==> src/rtl/pipe_ctrl_pkg.sv <==
// Shared types and widths for the pipeline stall controller.
package pipe_ctrl_pkg;
   localparam int REG_W = 5;
   localparam int CNT_W = 16;

   typedef enum logic [1:0] {
      ST_HALT    = 2'd0,
      ST_RUN     = 2'd1,
      ST_MEMWAIT = 2'd2,
      ST_STEP    = 2'd3
   } state_e;
endpackage

==> src/rtl/hazard_detect.sv <==
// Load-use hazard compare: EX load writing a register the ID instruction reads.
module hazard_detect
   import pipe_ctrl_pkg::*;
(
   input  logic             ex_mem_read_i,
   input  logic [REG_W-1:0] ex_rd_i,
   input  logic [REG_W-1:0] id_rs1_i,
   input  logic [REG_W-1:0] id_rs2_i,
   input  logic             id_uses_rs1_i,
   input  logic             id_uses_rs2_i,
   output logic             load_use_o
);
   logic hit1, hit2;

   assign hit1       = id_uses_rs1_i && (id_rs1_i == ex_rd_i);
   assign hit2       = id_uses_rs2_i && (id_rs2_i == ex_rd_i);
   // x0 is hardwired zero, so a load "to" it never creates a dependency.
   assign load_use_o = ex_mem_read_i && (ex_rd_i != '0) && (hit1 || hit2);
endmodule

==> src/rtl/pipeline_stall_ctrl.sv <==
// Run/halt/step FSM with memory, branch and load-use stall control for a 5-stage pipe.
// Optional single-step mode enabled by defining PIPE_SINGLE_STEP_EN.
module pipeline_stall_ctrl
   import pipe_ctrl_pkg::*;
(
   input  logic             clk,
   input  logic             rst,
   input  logic             run,
   input  logic             step_req,
   input  logic [REG_W-1:0] id_rs1,
   input  logic [REG_W-1:0] id_rs2,
   input  logic             id_uses_rs1,
   input  logic             id_uses_rs2,
   input  logic             ex_mem_read,
   input  logic [REG_W-1:0] ex_rd,
   input  logic             ex_branch_taken,
   input  logic             mem_req,
   input  logic             mem_ready,
   output logic             pc_en,
   output logic             ifid_en,
   output logic             idex_en,
   output logic             exmem_en,
   output logic             memwb_en,
   output logic             ifid_flush,
   output logic             idex_flush,
   output logic [1:0]       state,
   output logic [CNT_W-1:0] stall_cnt
);
   state_e           state_q, state_d;
   logic [CNT_W-1:0] cnt_q, cnt_d;
   logic             load_use, active, mem_stall;

`ifndef PIPE_SINGLE_STEP_EN
   logic unused_step_req;
   assign unused_step_req = step_req;
`endif

   hazard_detect u_hazard (
      .ex_mem_read_i (ex_mem_read),
      .ex_rd_i       (ex_rd),
      .id_rs1_i      (id_rs1),
      .id_rs2_i      (id_rs2),
      .id_uses_rs1_i (id_uses_rs1),
      .id_uses_rs2_i (id_uses_rs2),
      .load_use_o    (load_use)
   );

   assign active    = (state_q != ST_HALT) && !rst;
   // While waiting, completion alone releases the pipe; elsewhere only a pending access stalls.
   assign mem_stall = (state_q == ST_MEMWAIT) ? !mem_ready : (mem_req && !mem_ready);

   always_comb begin
      pc_en      = 1'b0;
      ifid_en    = 1'b0;
      idex_en    = 1'b0;
      exmem_en   = 1'b0;
      memwb_en   = 1'b0;
      ifid_flush = 1'b0;
      idex_flush = 1'b0;
      if (active && !mem_stall) begin
         pc_en    = 1'b1;
         ifid_en  = 1'b1;
         idex_en  = 1'b1;
         exmem_en = 1'b1;
         memwb_en = 1'b1;
         if (ex_branch_taken) begin
            ifid_flush = 1'b1;
            idex_flush = 1'b1;
         end else if (load_use) begin
            pc_en      = 1'b0;
            ifid_en    = 1'b0;
            idex_flush = 1'b1;
         end
      end
   end

   always_comb begin
      state_d = state_q;
      unique case (state_q)
         ST_HALT: begin
            if (run)
               state_d = ST_RUN;
`ifdef PIPE_SINGLE_STEP_EN
            else if (step_req)
               state_d = ST_STEP;
`endif
         end
         ST_RUN, ST_MEMWAIT: begin
            if (mem_stall)
               state_d = ST_MEMWAIT;
            else
               state_d = run ? ST_RUN : ST_HALT;
         end
         ST_STEP: state_d = mem_stall ? ST_MEMWAIT : ST_HALT;
         default: state_d = ST_HALT;
      endcase
   end

   always_comb begin
      cnt_d = cnt_q;
      if (active && !pc_en && (cnt_q != {CNT_W{1'b1}}))
         cnt_d = cnt_q + 1'b1;
   end

   always_ff @(posedge clk) begin
      if (rst) begin
         state_q <= ST_HALT;
         cnt_q   <= '0;
      end else begin
         state_q <= state_d;
         cnt_q   <= cnt_d;
      end
   end

   assign state     = state_q;
   assign stall_cnt = cnt_q;
endmodule

==> config.mk <==
export PLATFORM = sky130hd
export DESIGN_NAME = pipeline_stall_ctrl
export DESIGN_NICKNAME = d
export VERILOG_FILES = /design/src/rtl/pipe_ctrl_pkg.sv /design/src/rtl/hazard_detect.sv /design/src/rtl/pipeline_stall_ctrl.sv
export SDC_FILE = /design/constraint.sdc
export NUM_CORES = 1
export LEC_CHECK = 0
export BUFFER_PORTS_ARGS = -buffer_cell sky130_fd_sc_hd__buf_2
export CAP_MARGIN = 20
export CORE_ASPECT_RATIO = 1.1
export CORE_MARGIN = 1
export CORE_UTILIZATION = 35
export CTS_CLUSTER_DIAMETER = 50
export DETAILED_ROUTE_END_ITERATION = 10
export GPL_TIMING_DRIVEN = 0
export SYNTH_ARGS = -nofsm -noshare
export SYNTH_HDL_FRONTEND = slang
export SYNTH_HIERARCHICAL = 1
export SYNTH_SLANG_ARGS = --single-unit
==> constraint.sdc <==
create_clock -name clk -period 3.2 [get_ports clk]
set_input_delay 0 -clock clk [delete_from_list [all_inputs] [get_ports clk]]
set_output_delay 0 -clock clk [all_outputs]
set_load 0.01 [all_outputs]
* Word-level counts from Yosys, hierarchy flattened
Cells that the tools add are included.
Storage, ports and cells: word-level logic and storage cells 43, memories 0, latch bits 0, flip-flop bits (word level) 18, ROM bits 0, input bits 25, memory bits (writable) 0, output and inout port bits 25
Operators by class: reduce and logical (&&, ||, !) cells 18, equality and inequality tests 7, muxes and demuxes 15, shift operators 0, $lt $le $gt $ge 0, multipliers 0, add/subtract/negate cells 1, divide/modulo/power cells 0, bitwise operators 0
Operators with widths (number):
- $add A16 B1 Y16 const B | 1
- $ne A16 B16 Y1 const B | 1
- $mux W1 | 11
- $eq A5 B5 Y1 | 2
- $logic_and A1 B1 Y1 | 9
- $mux W2 | 3
- $pmux W2 S3 | 1
- $reduce_bool A5 Y1 | 1
- $eq A2 B2 Y1 const B | 2
- $logic_not A1 Y1 | 4
- $eq A2 B1 Y1 const B | 1
- $logic_not A2 Y1 | 1
- $ne A2 B2 Y1 const B | 1
- $reduce_bool A2 Y1 | 1
- $reduce_or A2 Y1 | 1
- $logic_or A1 B1 Y1 | 1

* Longest topological paths before layout
Gate-level depths: netlist of the first run.
word-level depth 10, gate-level depth with buffers 9, gate-level depth less buffers 8

* By module
Netlist of the first run, hierarchy kept.
By module, submodules not included:
- pipeline_stall_ctrl | area an instance 1114.8 µm², seq. area each 360.3 µm², instances 1, cells each 129
- hazard_detect | area an instance 133.9 µm², seq. area each 0.0 µm², instances 1, cells each 17

* Worst setup path after synthesis of the first run
No wires, ideal clock.
kind reg-to-reg, from reg state_q[0] (netlist: state[0]), to reg cnt_q[13] (netlist: stall_cnt[13]), setup time 0.070 ns, stages on the path, launching flop included 8, path buffers 1, setup slack 1.325 ns, arrival time 1.805 ns, cells stage by stage dfxtp_1 > inv_1 > ha_1 > nor2_4 > o2111ai_2 > buf_6 > or4_1 > a21oi_1
Between the ends: word-level cells in the longest chain between the ends 8, elaborated cells on any way between the ends 10, classes of those cells eq/ne: 1; mux: 2; reduce/logical: 7
RTL lines:
- from (decl) | RTL line pipeline_stall_ctrl.sv:29 | state_e state_q, state_d;
- from (signal assigned) | RTL line pipeline_stall_ctrl.sv:110 | state_q <= state_d;
- $eq A2 B2 Y1 | RTL line pipeline_stall_ctrl.sv:50 | assign mem_stall = (state_q == ST_MEMWAIT) ? !mem_ready : (mem_req && !mem_ready);
- $mux W1 | RTL line pipeline_stall_ctrl.sv:50
- $logic_not A1 Y1 | RTL line pipeline_stall_ctrl.sv:60 | if (active && !mem_stall) begin
- $logic_and A1 B1 Y1 | RTL line pipeline_stall_ctrl.sv:60
- $mux W1 | RTL line pipeline_stall_ctrl.sv:60
- $logic_not A1 Y1 | RTL line pipeline_stall_ctrl.sv:101 | if (active && !pc_en && (cnt_q != {CNT_W{1'b1}}))
- $logic_and A1 B1 Y1 * (2 in series) | RTL line pipeline_stall_ctrl.sv:101
- to (signal assigned) | RTL line pipeline_stall_ctrl.sv:111 | cnt_q <= cnt_d;
- to (decl) | RTL line pipeline_stall_ctrl.sv:30 | logic [CNT_W-1:0] cnt_q, cnt_d;
Every way passes the cells marked *; elsewhere a longest branch is shown, timed or not. A chain may end at the register's enable or synchronous reset.

* Worst setup path in the final report of the first run
Same ends and word-level chain as after synthesis.

==> results of run 1 <==
==> metal layers <==
metal | track usage | vias to the layer above | wire length [um]
met5 | 0 | - | 0
met4 | 0.08333 | 0 | 42
met3 | 0.03393 | 4 | 194
met2 | 0.3082 | 47 | 1570
met1 | 0.2112 | 615 | 1456
li1 | - | 671 | -
==> synthesized netlist by cell type, types with 4 or more instances <==
library cell	n
nor2_1	7
o31ai_1	10
inv_1	7
dfxtp_1	18
buf_6	4
or4_1	11
ha_1	4
xor2_1	8
a21oi_1	15
nand3_1	8
nand2_1	4
nand4_1	5
==> stage by stage <==
step,total power (W),instances,hold WS (ps),utilization,cell area (sq um)
global route,0.0004800,247,267.4,0.4765,1600
global placement,0.0003141,241,213.9,0.4598,1544
CTS,0.0004635,247,254.0,0.4765,1600
detailed placement,0.0003167,241,215.7,0.4598,1544
finish,0.0004619,247,226.3,0.4765,1600
floorplan,0.0002828,146,134.6,-,1249
==> critical path: stages (launching register included) <==
cell	delay (ps)
dfxtp_1	390
inv_1	80
ha_1	300
nor2_4	210
o2111ai_2	200
buf_6	190
or4_1	470
a21oi_1	150
==> worst paths after layout <==
kind                         startpoint                          to  slack [ps]  cells after the start
max               state[0]$_SDFFE_PP0P_  stall_cnt[13]$_SDFFE_PP0P_        1140                      7
min                           mem_ready       state[1]$_SDFFE_PP0P_         230                      5
max reg2reg       state[0]$_SDFFE_PP0P_  stall_cnt[13]$_SDFFE_PP0P_        1140                      7
min reg2reg  stall_cnt[15]$_SDFFE_PP0P_  stall_cnt[15]$_SDFFE_PP0P_         520                      1
==> layout by cell type (no fill, tap or decap), types with 2 or more instances in the layout <==
cell type,n
nor4_1,2
nand2_1,4
and4_1,2
dfxtp_1,18
o31ai_1,10
a31oi_1,2
nor2_1,7
ha_1,4
a21oi_1,15
buf_6,4
o21ai_1,2
buf_4,3
nand4_1,5
xnor2_1,2
dlygate4sd3_1,2
o21ai_0,3
o41ai_1,2
buf_2,49
inv_1,7
nor3_1,2
or3_1,2
and3_1,3
or4_1,11
clkbuf_4,3
o311ai_0,2
nand3_1,8
xor2_1,8
==> cell families after synthesis <==
group,count (synthesis),synth area share
AND/OR/NAND/NOR,53,0.2786
buffers and inverters,17,0.08617
AO/OA/AOI/OAI,44,0.2365
adder cells (fa/ha/maj),4,0.04008
XOR/XNOR,10,0.07015
flip-flops,18,0.2886
==> registers in the layout, summed over array words and instances, names as in the netlist <==
name / flops
state: 2
stall_cnt: 16
==> layout make-up <==
class                   instances  area, sq um  area share
multi-input cells             111        780.7      0.4879
flip-flops and latches         18        360.3      0.2252
repair buffers                 49        255.2      0.1595
plain buffers                  10        81.33     0.05082
well taps                      48        60.06     0.03753
clock buffers                   4        36.28     0.02267
inverters                       7        26.28     0.01642
==> power by group through the flow <==
stage	logic, W	clock network, W	registers, W
global placement	0.0000804	0	0.000234
floorplan	0.0000480	0	0.000235
global route	0.0000921	0.000158	0.000229
detailed placement	0.0000827	0	0.000234
CTS	0.0000851	0.000150	0.000229
finish	0.0000842	0.000149	0.000229
==> out/metrics.yaml, run 1 <==
run_status:
  status: "finished clean"
drt:
  wl_per_cell_um: 13.21
  drt_iter0_drc: 43
  drt_pass1_iterations: 4
  viasPerCell: 5.413
  vias: 1337
  antenna_left: 0
  drt-total-wl_um: 3264
  drcViolationCount: 0
worst_setup_path:
  worstPathArrival_ps: 2290
  critPathKind: "reg2reg"
  required_ps: 3440
  cp_max_fo: 10
  cp-end-kind: "flip-flop"
  setup.worst_path.start_class: "flip-flop"
sta:
  grt_setup_unrepaired: "no"
  tns_ps: 0
  skew_ps: 5.107
  finalCritPeriodShare: 0.6425
  timing.fmax_mhz: 486.4
  tightest_slew_ps: 501.3
  hold_viol_final: 0
  slew_headroom: 0.6658
  final-setup-viol-count: 0
  slew_viol_final: 0
  period_needed_ps: 2056
  worst_slack_ps: 1144
power:
  total_switching_power_w: 0.0001267
  ir_drop_mv: 0.2054
  internal-power_w: 0.0003353
  power.density_nw_per_um2: 288.7
  pwr-share-comb: 0.182
  power_switching_share: 0.2742
  p_leak_nw: 0.6893
  seqPwrFrac: 0.495
  p_clk_frac: 0.322
cts:
  ctsResizeCount: 0
  cts-buffers-inserted: 3
  cts_root_buf: "clkbuf_4"
  clk_path_buf_depth: 2
  clock-sinks: 18
  htree_levels: 1
  path_clk_slew_ps: 110
  cts_hold_buf: 2
  cts_tree: "yes"
  cts_post_setup_buffers_inserted: 0
  clkLatencyLatePin_ps: 310
floorplan:
  start_util: 0.3718
  die-area_sq_um: 3811
  fp-row-count: 22
  die_w_um: 58.95
  die_y_um: 64.65
  boundaryPins: 50
  core_sq_um: 3358
synth:
  async_flop_share: 0
  avgSynthCellArea_sq_um: 8.553
  yosysSeqAreaShare: 0.2886
  synth_area_leaders: "dfxtp_1 (29%), or4_1 (6.6%), a21oi_1 (6.0%), o31ai_1 (6.0%), xor2_1 (5.6%)"
  synth_edf_count: 0
  netlist_instances: 146
  ys_ff_latch: 18
  synth_ff_type: "dfxtp_1"
  yosysWarningCount: 6
  syn-cell-area_sq_um: 1249
  syn_nets: 175
  synth.distinct_cells: 41
  synth_top_area_share: 0.2886
  synth_top_area_cell: "dfxtp_1"
global_route:
  grt_pass1_vias: 1242
  overflow: 0
  antenna_found_initial: 0
  grt_max_degree: 11
  grt_use_total: 0.1795
  grt_pass1_wl_um: 5402
run:
  cap_violations: 0
finish:
  areaGrowthSynthToFinish_pct: 28.16
  drive_above_1_share: 0.3417
  nNetsFinal: 229
  nFillCells: 358
  antennaDiodeCount: 0
placed_design:
  dp_hpwl_um: 2569
  place_ws_ps: 993.5
  place_congestion: 0.8167
  port_buffers: 47
min_path:
  hold_class: "in2reg"
Note: power is estimated with default switching activity, not from simulation.
==> run 2: changes to the inputs <==
- clock period: 3.2 -> 1.7 ns (I/O delays scaled with it)
==> run 2 against run 1 <==
  * The flow now finishes with violations (setup timing)
  * First-iteration DRC count increased by 130%
  * Utilization rose by 6.9 points
  * Die area is the same
  * Non-clock buffer count increased by 13
  * Fmax up 15%
  * Register-to-register slack got worse by 1200 ps
  * Worst hold slack worse by 48 ps
  * Clock-buffer cell count fell by 1
  * Wire length up 17%
  * Cell area increased by 14%
  * Clock skew decreased by 3.2 ps
  * Critical endpoint is now stall_cnt[6]$_SDFFE_PP0P_
  * Largest cell class unchanged
==> out/metrics.yaml, run 2 (synthesis results as in run 1) <==
run_status:
  status: "finished with violations"
  failed_checks: "setup timing"
sta:
  finalCritPeriodShare: 1.053
  timing.fmax_mhz: 558.5
  grt_setup_unrepaired: "yes"
  worst_slack_ps: -90.41
  period_needed_ps: 1790
  slew_headroom: 0.6131
  skew_ps: 1.895
  hold_viol_final: 0
  slew_viol_final: 0
  final-setup-viol-count: 5
  tightest_slew_ps: 580.4
worst_setup_path:
  setup.worst_path.end: "stall_cnt[6]$_SDFFE_PP0P_"
  ff2ff_setup_slack_ps: -90
  worstPathArrival_ps: 2020
  crit_start: "state[1]$_SDFFE_PP0P_"
  crit_buf_inv: 3
  cp-end-kind: "flip-flop"
  reg2reg_depth: 8
  r2r-start: "state[1]$_SDFFE_PP0P_"
  path_delay_family: "simple AND/OR/NAND/NOR gates"
  timing.rr.end: "stall_cnt[6]$_SDFFE_PP0P_"
  setup.worst_path.start_class: "flip-flop"
  required_ps: 1930
  cp_cell_sequence: "inv_2, ha_4, nor2_4, buf_4, buf_4, nand4_1, or4_1, a21oi_1"
  critPathKind: "reg2reg"
  cpMostUsedCell: "buf_4"
  cp_num_cells: 8
  cp_max_fo: 5
  slowest_stage: "or4_1"
  slowest_delay_ps: 410
power:
  p_total_w: 0.0008681
  pwr-share-comb: 0.245
  total_switching_power_w: 0.0002514
  p_leak_nw: 0.7641
  ir_drop_mv: 0.2916
  power_switching_share: 0.2896
  internal-power_w: 0.0006167
  power.density_nw_per_um2: 474.3
  p_clk_frac: 0.260
  seqPwrFrac: 0.495
finish:
  nFillCells: 328
  final_cell_mix: "buf_2 (44), buf_4 (16), a21oi_1 (12)"
  areaGrowthSynthToFinish_pct: 46.59
  largest_reg_flops: 16
  final_common_cell: "buf_2"
  drive_above_1_share: 0.5118
  multiInputGateArea_sq_um: 882.1
  final-seq-area_sq_um: 374.1
  fin_cells: 259
  fin_util: 0.5451
  nNetsFinal: 242
  antennaDiodeCount: 0
cts:
  htree_levels: 1
  cts-buffers-inserted: 3
  path_clk_slew_ps: 110
  clkLatencyLatePin_ps: 300
  cts_tree: "yes"
  clock-sinks: 18
  cts_root_buf: "clkbuf_4"
  clk_path_buf_depth: 2
global_route:
  overflow: 0
  grt_use_total: 0.1993
  grt_pass1_wl_um: 5878
  grt_pass1_vias: 1324
  antenna_found_initial: 0
  grt_max_degree: 11
min_path:
  hold_class: "in2reg"
placed_design:
  place_congestion: 0.8013
  place_ws_ps: -402.1
  dp_cells: 241
  dp_hpwl_um: 2504
  port_buffers: 47
floorplan:
  die-area_sq_um: 3811
  boundaryPins: 50
  start_util: 0.3718
  core_sq_um: 3358
  die_w_um: 58.95
  fp-row-count: 22
  die_y_um: 64.65
drt:
  viasPerCell: 5.541
  antenna_left: 0
  vias: 1435
  drcViolationCount: 0
  wl_per_cell_um: 14.69
  drt_pass1_iterations: 4
  drt_iter0_drc: 100
  drt-total-wl_um: 3806
run:
  cap_violations: 0
[run 2: cell types whose count changed in the layout (fill, tap and decap cells not counted), sizes merged]
| cell | previous run | this run |
|---|---|---|
| buf | 56 | 69 |
| clkbuf | 5 | 4 |
[run 2: area by class of cell]
cell class	count	share of cell area
plain buffers	10	0.04580
clock buffers	3	0.01230
inverters	7	0.01435
multi-input cells	111	0.4819
flip-flops and latches	18	0.2044
well taps	48	0.03281
repair buffers	62	0.2085
[run 2: per-stage QoR]
| stage | hold slack, ps | TNS, ps | cell area [sq um] |
|---|---|---|---|
| floorplan | 128.5 | -79.94 | 1261 |
| global placement | 221.0 | -3936 | 1556 |
| finish | 178.7 | -155.5 | 1831 |
| detailed placement | 221.4 | -4508 | 1556 |
| global route | 216.5 | -937.2 | 1831 |
| CTS | 219.7 | -3.325 | 1744 |
[run 2: worst min-delay path by stage]
| stage | startpoint | endpoint | slack, ps | depth (start not counted) |
|---|---|---|---|---|
| after detailed placement | rst | stall_cnt[6]$_SDFFE_PP0P_ | 220 | 2 |
| after global routing | mem_ready | state[1]$_SDFFE_PP0P_ | 220 | 5 |
| after floorplan | run | state[0]$_SDFFE_PP0P_ | 130 | 2 |
| final | mem_ready | state[1]$_SDFFE_PP0P_ | 180 | 5 |
| after CTS | mem_ready | state[1]$_SDFFE_PP0P_ | 220 | 5 |
| after global placement | rst | stall_cnt[6]$_SDFFE_PP0P_ | 220 | 2 |
[run 2: power groups by stage]
stage | clock (W) | sequential (W) | combinational, W
6_report | 0.000226 | 0.000430 | 0.000213
4_1_cts | 0.000229 | 0.000429 | 0.000198
2_1_floorplan | 0 | 0.000443 | 0.0000932
3_5_place_dp | 0 | 0.000441 | 0.000158
5_1_grt | 0.000248 | 0.000430 | 0.000232
3_3_place_gp | 0 | 0.000441 | 0.000152
[run 2: routing by layer]
metal	routed length [um]	vias to the layer above	GRT usage	part of all wire
met2	1889	56	0.3438	0.50
met3	236	5	0.02794	0.062
li1	-	690	-	-
met5	0	-	0	0
met1	1640	684	0.2418	0.43
met4	39	0	0.08631	0.010
[run 2: repair_timing]
item                                   CTS  global route
pin swaps                               10             7
gates resized for setup                 19            19
gates cloned                             1             0
hold buffers                             2             0
endpoints found under the hold margin    6             0
setup endpoints to repair               12            21
setup buffers                            8             4
[run 2: worst register-to-register path, stage by stage (launching register included)]
cell and delay (ps):
dfxtp_4 390, inv_2 50, ha_4 170, nor2_4 190, buf_4 150, buf_4 90, nand4_1 120, or4_1 410
a21oi_1 160
==> run 3: changes to the inputs <==
- CELL_PAD_IN_SITES_DETAIL_PLACEMENT: not set -> 1
- CELL_PAD_IN_SITES_GLOBAL_PLACEMENT: not set -> 1
- CORE_UTILIZATION: 35 -> 31
- PLACE_DENSITY_LB_ADDON: not set -> 0.1
==> run 3 against run 2 <==
  * The run still ends with setup timing left
  * Critical path depth increased by 2
  * Clock power grew 61%
  * Sequential power about the same
  * Fmax hardly changed
  * Cell area increased by 8.7%
  * Global-route usage is 0.78 points higher
  * Wire length up 31%
  * Register-to-register slack about the same
  * First-iteration DRC count shrank 51%
  * Worst hold slack worse by 180 ps
  * Combinational power grew 9.4%
==> out/metrics.yaml, run 3 (synthesis results as in run 1) <==
cts:
  cts_root_buf: "clkbuf_8"
  cts-buffers-inserted: 3
  clk_path_buf_depth: 2
  htree_levels: 1
  clkLatencyLatePin_ps: 260
  clock-sinks: 18
  cts_tree: "yes"
  path_clk_slew_ps: 70
sta:
  skew_ps: 3.268
  final-setup-viol-count: 11
  tightest_slew_ps: 656.5
  finalCritPeriodShare: 1.053
  hold_viol_final: 0
  slew_viol_final: 0
  period_needed_ps: 1790
  slew_headroom: 0.5623
  tns_ps: -510.2
  grt_setup_unrepaired: "yes"
  worst_slack_ps: -90.23
  timing.fmax_mhz: 558.6
power:
  p_leak_nw: 0.8360
  p_clk_frac: 0.354
  power_switching_share: 0.2685
  seqPwrFrac: 0.419
  pwr-share-comb: 0.227
  total_switching_power_w: 0.0002754
  power.density_nw_per_um2: 515.3
  ir_drop_mv: 0.3867
  internal-power_w: 0.0007504
finish:
  areaGrowthSynthToFinish_pct: 59.42
  nNetsFinal: 249
  final_common_cell: "buf_2"
  final_cell_mix: "buf_2 (43), buf_4 (21), buf_6 (12), dfxtp_1 (12), or4_1 (9)"
  fin_util: 0.5321
  largest_reg_flops: 16
  drive_above_1_share: 0.5616
  antennaDiodeCount: 0
floorplan:
  die-area_sq_um: 4286
  core_sq_um: 3741
  start_util: 0.3338
  boundaryPins: 50
  die_w_um: 62.52
  die_y_um: 68.57
  fp-row-count: 23
drt:
  antenna_left: 0
  drt-total-wl_um: 4995
  wl_per_cell_um: 18.57
  viasPerCell: 5.513
  drt_pass1_iterations: 4
  vias: 1483
  drt_iter0_drc: 49
  drcViolationCount: 0
worst_setup_path:
  cpMostUsedCell: "a21oi_2"
  required_ps: 1900
  slowest_stage: "or4_4"
  cp-end-kind: "flip-flop"
  slowest_delay_ps: 420
  setup.worst_path.start_class: "input port"
  path_delay_family: "simple AND/OR/NAND/NOR gates"
  cp_cell_sequence: "buf_8, xor2_1, nor4_1, nand3_1, a21oi_2, and2b_2, o2111ai_4, buf_6, or4_4, a21oi_2"
  crit_buf_inv: 2
  cp_max_fo: 6
  worstPathArrival_ps: 1990
  critPathKind: "in2reg"
global_route:
  antenna_found_initial: 0
  grt_pass1_vias: 1395
  grt_max_degree: 11
  grt_use_total: 0.2071
  grt_pass1_wl_um: 6893
  overflow: 0
min_path:
  hold_class: "in2reg"
placed_design:
  place_congestion: 0.7168
  port_buffers: 47
  dp_hpwl_um: 3057
run_status:
  failed_checks: "setup timing"
  status: "finished with violations"
run:
  cap_violations: 0
run 3: changes by cell type in the layout (fill, tap and decap cells not counted), moves of 4 or more:
cell,change
clkbuf_8,+4
a21oi_1,-4
buf_4,+5
a21oi_2,+4
run 3: layout make-up:
class / instances / area, sq um
fill: 468 / 1750
multi-input combinational: 111 / 939.7
timing repair buffer: 69 / 449.2
sequential: 18 / 370.4
buffer: 10 / 87.58
tap: 50 / 62.56
clock buffer: 4 / 55.05
inverter: 7 / 26.28
run 3: what timing repair did:
action | 4_1_cts | 5_1_grt
endpoints found under the hold margin | 5 | 0
gates cloned | 0 | 1
pin swaps | 11 | 19
hold buffers | 1 | 0
setup buffers | 8 | 12
setup endpoints to repair | 15 | 20
gates resized for setup | 22 | 32
run 3: path summary, 6_finish.rpt:
check	startpoint	end	slack [ps]	cells past startpoint
setup / recovery	ex_rd[2]	stall_cnt[5]$_SDFFE_PP0P_	-90	10
hold / removal	run	state[0]$_SDFFE_PP0P_	3	3
setup reg to reg	state[0]$_SDFFE_PP0P_	stall_cnt[5]$_SDFFE_PP0P_	-80	7
hold reg to reg	stall_cnt[0]$_SDFFE_PP0P_	stall_cnt[0]$_SDFFE_PP0P_	520	2
run 3: worst register-to-register path: cells and delay by family (launching register included):
| kind | cells | cell delay, ps |
|---|---|---|
| AO/OA/AOI/OAI | 3 | 520 |
| adder cells (fa/ha/maj) | 1 | 200 |
| buffers and inverters | 2 | 250 |
| flip-flops | 1 | 330 |
| AND/OR/NAND/NOR | 1 | 420 |
run 3: layer usage:
metal  part of all wire  GRT usage  vias to the layer above
met5                  0          0                        -
met1               0.39     0.2262                      726
met4              0.017    0.06686                        0
met2               0.56     0.4253                       43
met3              0.031    0.01809                        9
li1                   -          -                      705
run 3: power by group through the flow:
stage	combinational (W)	clock, W	sequential, W
floorplan	0.0000932	0	0.000443
global placement	0.000155	0	0.000441
detailed placement	0.000164	0	0.000441
CTS	0.000188	0.000368	0.000432
global route	0.000250	0.000382	0.000430
finish	0.000233	0.000363	0.000429
run 3: metrics by stage:
step	instance area [sq um]	hold slack, ps	power [W]	std cells	setup slack (ps)
2_1_floorplan	1261	128.5	0.0005359	146	-26.88
3_3_place_gp	1559	220.7	0.0005961	243	-394.5
3_5_place_dp	1559	228.9	0.0006054	243	-433.1
4_1_cts	1785	2.561	0.0009880	256	-61.92
5_1_grt	1991	12.62	0.001061	269	-210.7
6_report	1991	3.161	0.001026	269	-90.23
